<file path="src/rtl/mfp_ahb_lite_2m_arbiter.sv">
// Two-master AHB-Lite arbiter for MIPSfpga-plus: one-entry request buffer per master,
// round-robin or fixed-priority selection onto a single-transfer slave bus.
module mfp_ahb_lite_2m_arbiter #(
  parameter bit FIXED_PRIORITY = 1'b0
) (
  input  logic        SI_ClkIn,
  input  logic        SI_Reset,

  input  logic [31:0] M0_HADDR,
  input  logic [1:0]  M0_HTRANS,
  input  logic        M0_HWRITE,
  input  logic [2:0]  M0_HSIZE,
  input  logic [31:0] M0_HWDATA,
  output logic [31:0] M0_HRDATA,
  output logic        M0_HREADY,

  input  logic [31:0] M1_HADDR,
  input  logic [1:0]  M1_HTRANS,
  input  logic        M1_HWRITE,
  input  logic [2:0]  M1_HSIZE,
  input  logic [31:0] M1_HWDATA,
  output logic [31:0] M1_HRDATA,
  output logic        M1_HREADY,

  output logic [31:0] S_HADDR,
  output logic [1:0]  S_HTRANS,
  output logic        S_HWRITE,
  output logic [2:0]  S_HSIZE,
  output logic [31:0] S_HWDATA,
  input  logic [31:0] S_HRDATA,
  input  logic        S_HREADY
);

  typedef enum logic [1:0] {
    BUF_EMPTY   = 2'd0,
    BUF_PENDING = 2'd1,
    BUF_ISSUED  = 2'd2
  } buf_state_e;

  localparam logic [1:0] HTRANS_IDLE   = 2'b00;
  localparam logic [1:0] HTRANS_NONSEQ = 2'b10;

  // Master ports gathered into arrays so both buffers share one description.
  logic [31:0] m_haddr  [2];
  logic [1:0]  m_htrans [2];
  logic        m_hwrite [2];
  logic [2:0]  m_hsize  [2];
  logic [31:0] m_hwdata [2];
  logic        m_hready [2];

  assign m_haddr[0]  = M0_HADDR;
  assign m_haddr[1]  = M1_HADDR;
  assign m_htrans[0] = M0_HTRANS;
  assign m_htrans[1] = M1_HTRANS;
  assign m_hwrite[0] = M0_HWRITE;
  assign m_hwrite[1] = M1_HWRITE;
  assign m_hsize[0]  = M0_HSIZE;
  assign m_hsize[1]  = M1_HSIZE;
  assign m_hwdata[0] = M0_HWDATA;
  assign m_hwdata[1] = M1_HWDATA;

  // SEQ and NONSEQ are treated alike, so only HTRANS[1] matters.
  logic unused_htrans;
  assign unused_htrans = M0_HTRANS[0] ^ M1_HTRANS[0];

  // Shared arbitration state.
  logic        owner_vld_q;
  logic        owner_q;
  logic        last_grant_q;
  logic        hold_q;
  logic        hold_sel_q;
  logic [31:0] last_addr_q;
  logic        last_write_q;
  logic [2:0]  last_size_q;

  // Per-buffer views used by the selection and slave-side muxes.
  logic [1:0]  pend;
  logic [31:0] buf_addr  [2];
  logic        buf_write [2];
  logic [2:0]  buf_size  [2];

  logic sel_vld;
  logic sel;
  logic issue;

  for (genvar g = 0; g < 2; g++) begin : g_buf
    buf_state_e  state_q;
    logic [31:0] addr_q;
    logic        write_q;
    logic [2:0]  size_q;
    logic        owner_done;
    logic        hready;
    logic        accept;

    assign owner_done = owner_vld_q && (owner_q == 1'(g)) && S_HREADY;
    assign hready     = (state_q == BUF_EMPTY) || ((state_q == BUF_ISSUED) && owner_done);
    assign accept     = hready && m_htrans[g][1];

    always_ff @(posedge SI_ClkIn) begin
      // NOTE: sequential state uses non-blocking assignments so every register
      // in the design sees the same pre-edge values.
      if (SI_Reset) begin
        state_q <= BUF_EMPTY;
      end else if (accept) begin
        state_q <= BUF_PENDING;
        // NOTE: the payload is deliberately not reset; it is only ever observed
        // while the buffer is PENDING, which implies a capture has happened.
        addr_q  <= m_haddr[g];
        write_q <= m_hwrite[g];
        size_q  <= m_hsize[g];
      end else if ((state_q == BUF_ISSUED) && owner_done) begin
        state_q <= BUF_EMPTY;
      end else if ((state_q == BUF_PENDING) && issue && (sel == 1'(g))) begin
        state_q <= BUF_ISSUED;
      end
    end

    assign pend[g]      = (state_q == BUF_PENDING);
    assign buf_addr[g]  = addr_q;
    assign buf_write[g] = write_q;
    assign buf_size[g]  = size_q;
    assign m_hready[g]  = hready;
  end

  always_comb begin
    // NOTE: defaults first so no branch leaves a signal unassigned (no latches).
    sel     = 1'b0;
    sel_vld = |pend;
    if (hold_q) begin
      // A stalled address phase keeps its master until the slave accepts it.
      sel = hold_sel_q;
    end else if (&pend) begin
      sel = FIXED_PRIORITY ? 1'b0 : ~last_grant_q;
    end else begin
      sel = pend[1];
    end
    issue = sel_vld && S_HREADY;
  end

  always_ff @(posedge SI_ClkIn) begin
    if (SI_Reset) begin
      owner_vld_q  <= 1'b0;
      owner_q      <= 1'b0;
      last_grant_q <= 1'b1;
      hold_q       <= 1'b0;
      hold_sel_q   <= 1'b0;
      last_addr_q  <= '0;
      last_write_q <= 1'b0;
      last_size_q  <= '0;
    end else begin
      if (S_HREADY) begin
        owner_vld_q <= sel_vld;
        owner_q     <= sel;
      end
      if (issue) begin
        last_grant_q <= sel;
      end
      hold_q     <= sel_vld && !S_HREADY;
      hold_sel_q <= sel;
      if (sel_vld) begin
        last_addr_q  <= buf_addr[sel];
        last_write_q <= buf_write[sel];
        last_size_q  <= buf_size[sel];
      end
    end
  end

  // Address-phase outputs come only from buffer and arbitration registers.
  assign S_HTRANS = sel_vld ? HTRANS_NONSEQ : HTRANS_IDLE;
  assign S_HADDR  = sel_vld ? buf_addr[sel]  : last_addr_q;
  assign S_HWRITE = sel_vld ? buf_write[sel] : last_write_q;
  assign S_HSIZE  = sel_vld ? buf_size[sel]  : last_size_q;

  assign S_HWDATA  = owner_vld_q ? m_hwdata[owner_q] : '0;
  assign M0_HRDATA = S_HRDATA;
  assign M1_HRDATA = S_HRDATA;
  assign M0_HREADY = m_hready[0];
  assign M1_HREADY = m_hready[1];

endmodule

</file>
<file path="config.mk">
export PLATFORM = sky130hd
export DESIGN_NAME = mfp_ahb_lite_2m_arbiter
export DESIGN_NICKNAME = d
export VERILOG_FILES = /design/src/rtl/mfp_ahb_lite_2m_arbiter.sv
export SDC_FILE = /design/constraint.sdc
export NUM_CORES = 1
export LEC_CHECK = 0
export CAP_MARGIN = 10
export CORE_MARGIN = 2
export CORE_UTILIZATION = 35
export DETAILED_ROUTE_END_ITERATION = 10
export PLACE_DENSITY = 0.83
export SLEW_MARGIN = 20
export SYNTH_ARGS = -nofsm -noshare
export SYNTH_HDL_FRONTEND = slang
export SYNTH_SLANG_ARGS = --single-unit
export TNS_END_PERCENT = 20
</file>
<file path="constraint.sdc">
create_clock -name SI_ClkIn -period 2.2 [get_ports SI_ClkIn]
set_input_delay 0.22 -clock SI_ClkIn [delete_from_list [all_inputs] [get_ports SI_ClkIn]]
set_output_delay 0.22 -clock SI_ClkIn [all_outputs]
set_load 0.02 [all_outputs]
</file>
==> flow_summary_export.csv, run 1 <==
group,metric,value,unit
sta,setup_violations,32,
cells_and_area,final_cell_mix,"clkdlybuf4s50_1 (165), edfxtp_1 (72), buf_4 (69)",
detailed_routing,highest_layer,"met4",
clock_tree,cts_tree,"done",
clock_tree,cts.sinks,117,
synthesis,netlist_area,5550,sq um
floorplanning,rows,46,
floorplanning,die_h,130,um
placement,gp_congestion,0.792,
status,status,"complete, but fails checks",
sta,fin_worst_skew,7.97,ps
placement,place.port_buffers,211,
detailed_routing,avgViaCountPerCell,4.83,
detailed_routing,first_pass_iters,5,
global_routing,antenna_found_initial,0,
detailed_routing,num_vias,4422,
detailed_routing,first_iter_violations,237,
detailed_routing,wl,17.3,mm
hold_path,hold_path.class,"in2reg",
worst_setup_path,worstSetupPathType,"reg2out",
worst_setup_path,crit_path_end,"S_HADDR[7]",
worst_setup_path,critPathLaunchType,"flip-flop",
floorplanning,initial_core_util,35.3,%
detailed_routing,route.met2.wl,9.66,mm
worst_setup_path,cp-end-kind,"output port",
synthesis,syn_inst,495,
detailed_routing,met1_length,6.17,mm
global_routing,grt_start_max_net_pins,42,
worst_setup_path,crit_arrival,2070,ps
status,violations,"negative setup slack",
clock_tree,cts_buffers,17,
cells_and_area,nNetsFinal,862,
synthesis,yosys.cell_types.count,33,
floorplanning,core,15700,sq um
synthesis,yosysTopAreaCell,"edfxtp_1",
cells_and_area,final_common_cell,"clkdlybuf4s50_1",
synthesis,async_reset_ff_share,0,%
floorplanning,fp.dieArea,16900,sq um
synthesis,ys_top_cells_by_area,"edfxtp_1 (39%), dfxtp_1 (16%), buf_4 (8.9%)",
clock_tree,clock-root-buffer,"clkbuf_16",
global_routing,grt_pass1_wl,23.6,mm
clock_tree,htree_levels,4,
clock_tree,clk_pin_slew_worst_paths,60,ps
worst_setup_path,crit_required,1980,ps
detailed_routing,detail-route-antenna-nets,0,
synthesis,synth-edff-count,72,
global_routing,grt_usage,18.7,%
cells_and_area,drive_above_1_share,29.0,%
synthesis,yosysWarningCount,0,
worst_setup_path,worst-path-max-fanout,6,
sta,period_share,104,%
synthesis,synth_area_per_cell,11.2,sq um
global_routing,grt_pass1_vias,4381,
cells_and_area,diodes,0,
cells_and_area,area_growth_syn_to_layout,58.1,%
sta,hold_violations,0,
detailed_routing,dr_wl_met3,1.27,mm
floorplanning,io_pins,311,
clock_tree,cts_hold_buf,0,
detailed_routing,route.detailed.drc,0,
synthesis,yosys.area.top_type_share,39.0,%
worst_setup_path,r2r_cells,5,
sta,tightest_slew,603,ps
pwr,p_leak,3.27,nW
global_routing,grt_overflow,0,
synthesis,yosysSeqAreaShare,55.2,%
pwr,peakVddDrop,0.544,mV
sta,slew_headroom,59.8,%
sta,fin_crit,2290,ps
synthesis,synth_flop_cell,"edfxtp_1",
worst_setup_path,regToRegSetupSlack,400,ps
placement,hpwl,12.1,mm
cells_and_area,final_core_util,55.8,%
pwr,powerDensity,889,nW/um^2
synthesis,syn_nets,670,
detailed_routing,wl_per_cell,18.8,um
floorplanning,dieWidth,130,um
sta,drv_slew,0,
synthesis,synth-seq-cells,117,
clock_tree,clk_latency,400,ps
sta,rsz0062_at_grt,"yes",
sta,setup_slack,-93.0,ps
sta,max_freq,436,MHz
flow_run,maxCapViolCount,0,
worst_setup_path,reg2reg_from,"hold_q",
worst_setup_path,crit_path_start,"hold_q",
clock_tree,clockBufferDepth,2,
sta,final.setup.tns,-1270,ps
worst_setup_path,timing.rr.end,"g_buf[1].state_q[0]",
-- sequential cells by signal (all words and copies together), names as in the netlist --
| signal | cells |
|---|---|
| g_buf.addr_q | 64 |
| last_addr_q | 32 |
| g_buf.size_q | 6 |
| g_buf.state_q | 4 |
| last_size_q | 3 |
| g_buf.write_q | 2 |
| hold_q | 1 |
| hold_sel_q | 1 |
| last_grant_q | 1 |
| last_write_q | 1 |
| owner_q | 1 |
| owner_vld_q | 1 |
-- cells in the mapped netlist (4+ instances only) --
cell type / n
a21oi_1: 5
a311oi_1: 17
a311oi_2: 19
a31oi_1: 36
and3_1: 4
buf_2: 9
buf_4: 66
clkbuf_1: 20
dfxtp_1: 45
edfxtp_1: 72
inv_1: 4
mux2i_1: 32
nand2_1: 54
nand2_2: 19
nor2_1: 40
nor2b_1: 32
-- worst min path at each step --
stage | start | endpoint | slack (ps) | cells after the start
after global routing | SI_Reset | last_grant_q | 150 | 3
after global placement | S_HRDATA[10] | M1_HRDATA[10] | 440 | 0
final | SI_Reset | last_grant_q | 140 | 3
after floorplan | M0_HADDR[0] | g_buf[0].addr_q[0] | 320 | 0
after detailed placement | S_HRDATA[10] | M1_HRDATA[10] | 440 | 0
after CTS | SI_Reset | last_grant_q | 120 | 3
-- cells by family (layout without fill, tap and decap cells) --
| kind of cell | after synthesis | count (layout) | share of synthesized area (%) |
|---|---|---|---|
| and+or+nand+nor | 158 | 158 | 13.6 |
| muxes | 32 | 32 | 5.77 |
| other | 1 | 1 | 0.0676 |
| AOI/OAI and AO/OA | 84 | 84 | 13.3 |
| buffers and inverters | 103 | 308 | 12.0 |
| DFF | 117 | 117 | 55.2 |
-- power breakdown --
part | total (mW) | internal [mW] | leakage [nW] | switching [mW]
registers | 2.62 | 2.55 | 1.04 | 0.0702
logic | 2.49 | 1.19 | 1.95 | 1.30
clock network | 2.69 | 1.72 | 0.278 | 0.966
total | 7.80 | 5.46 | 3.27 | 2.34
-- cell type report --
type | count | area, sq um
flip-flops and latches | 117 | 3070
repair buffers | 272 | 2710
multi-input cells | 275 | 2110
fillers | 1293 | 6950
clock inverters | 12 | 129
well taps | 216 | 270
inverters | 4 | 15.0
clock buffers | 20 | 457
-- repair_timing --
item	4_1_cts	5_1_grt
gates resized for setup	152	143
cloned	0	4
pin swaps	4	29
buffers inserted	0	3
setup endpoints to repair	60	38
-- stage by stage --
step / instances / setup WS [ps] / area, sq um / power, mW / hold WS (ps)
floorplan: 495 / -299 / 5550 / 3.94 / 319
global placement: 877 / -83.9 / 7810 / 4.86 / 440
detailed placement: 877 / -137 / 7810 / 4.91 / 440
CTS: 909 / -184 / 8390 / 7.52 / 120
global route: 916 / -158 / 8770 / 8.12 / 150
finish: 916 / -93.0 / 8770 / 7.80 / 138
-- layer usage --
| layer | track usage (%) | vias up |
|---|---|---|
| li1 | - | 2112 |
| met1 | 19.4 | 2083 |
| met2 | 36.0 | 209 |
| met3 | 5.54 | 18 |
| met4 | 5.50 | 0 |
| met5 | 0 | - |
-- worst max-delay path, stage by stage (launching register included) --
cell	delay (ps)
dfxtp_2	310
or3b_4	410
o21ai_4	180
buf_8	170
buf_12	140
nand2_1	110
a31oi_2	190
buf_4	180
Note: power is estimated with default switching activity, not from simulation.
==> inputs of run 2 (changes only) <==
Settings changed: CTS_CLUSTER_DIAMETER from default to 30, CTS_CLUSTER_SIZE from default to 12.
==> results of run 2 <==
Final layout, timing and power as in run 1 (identical DEF).
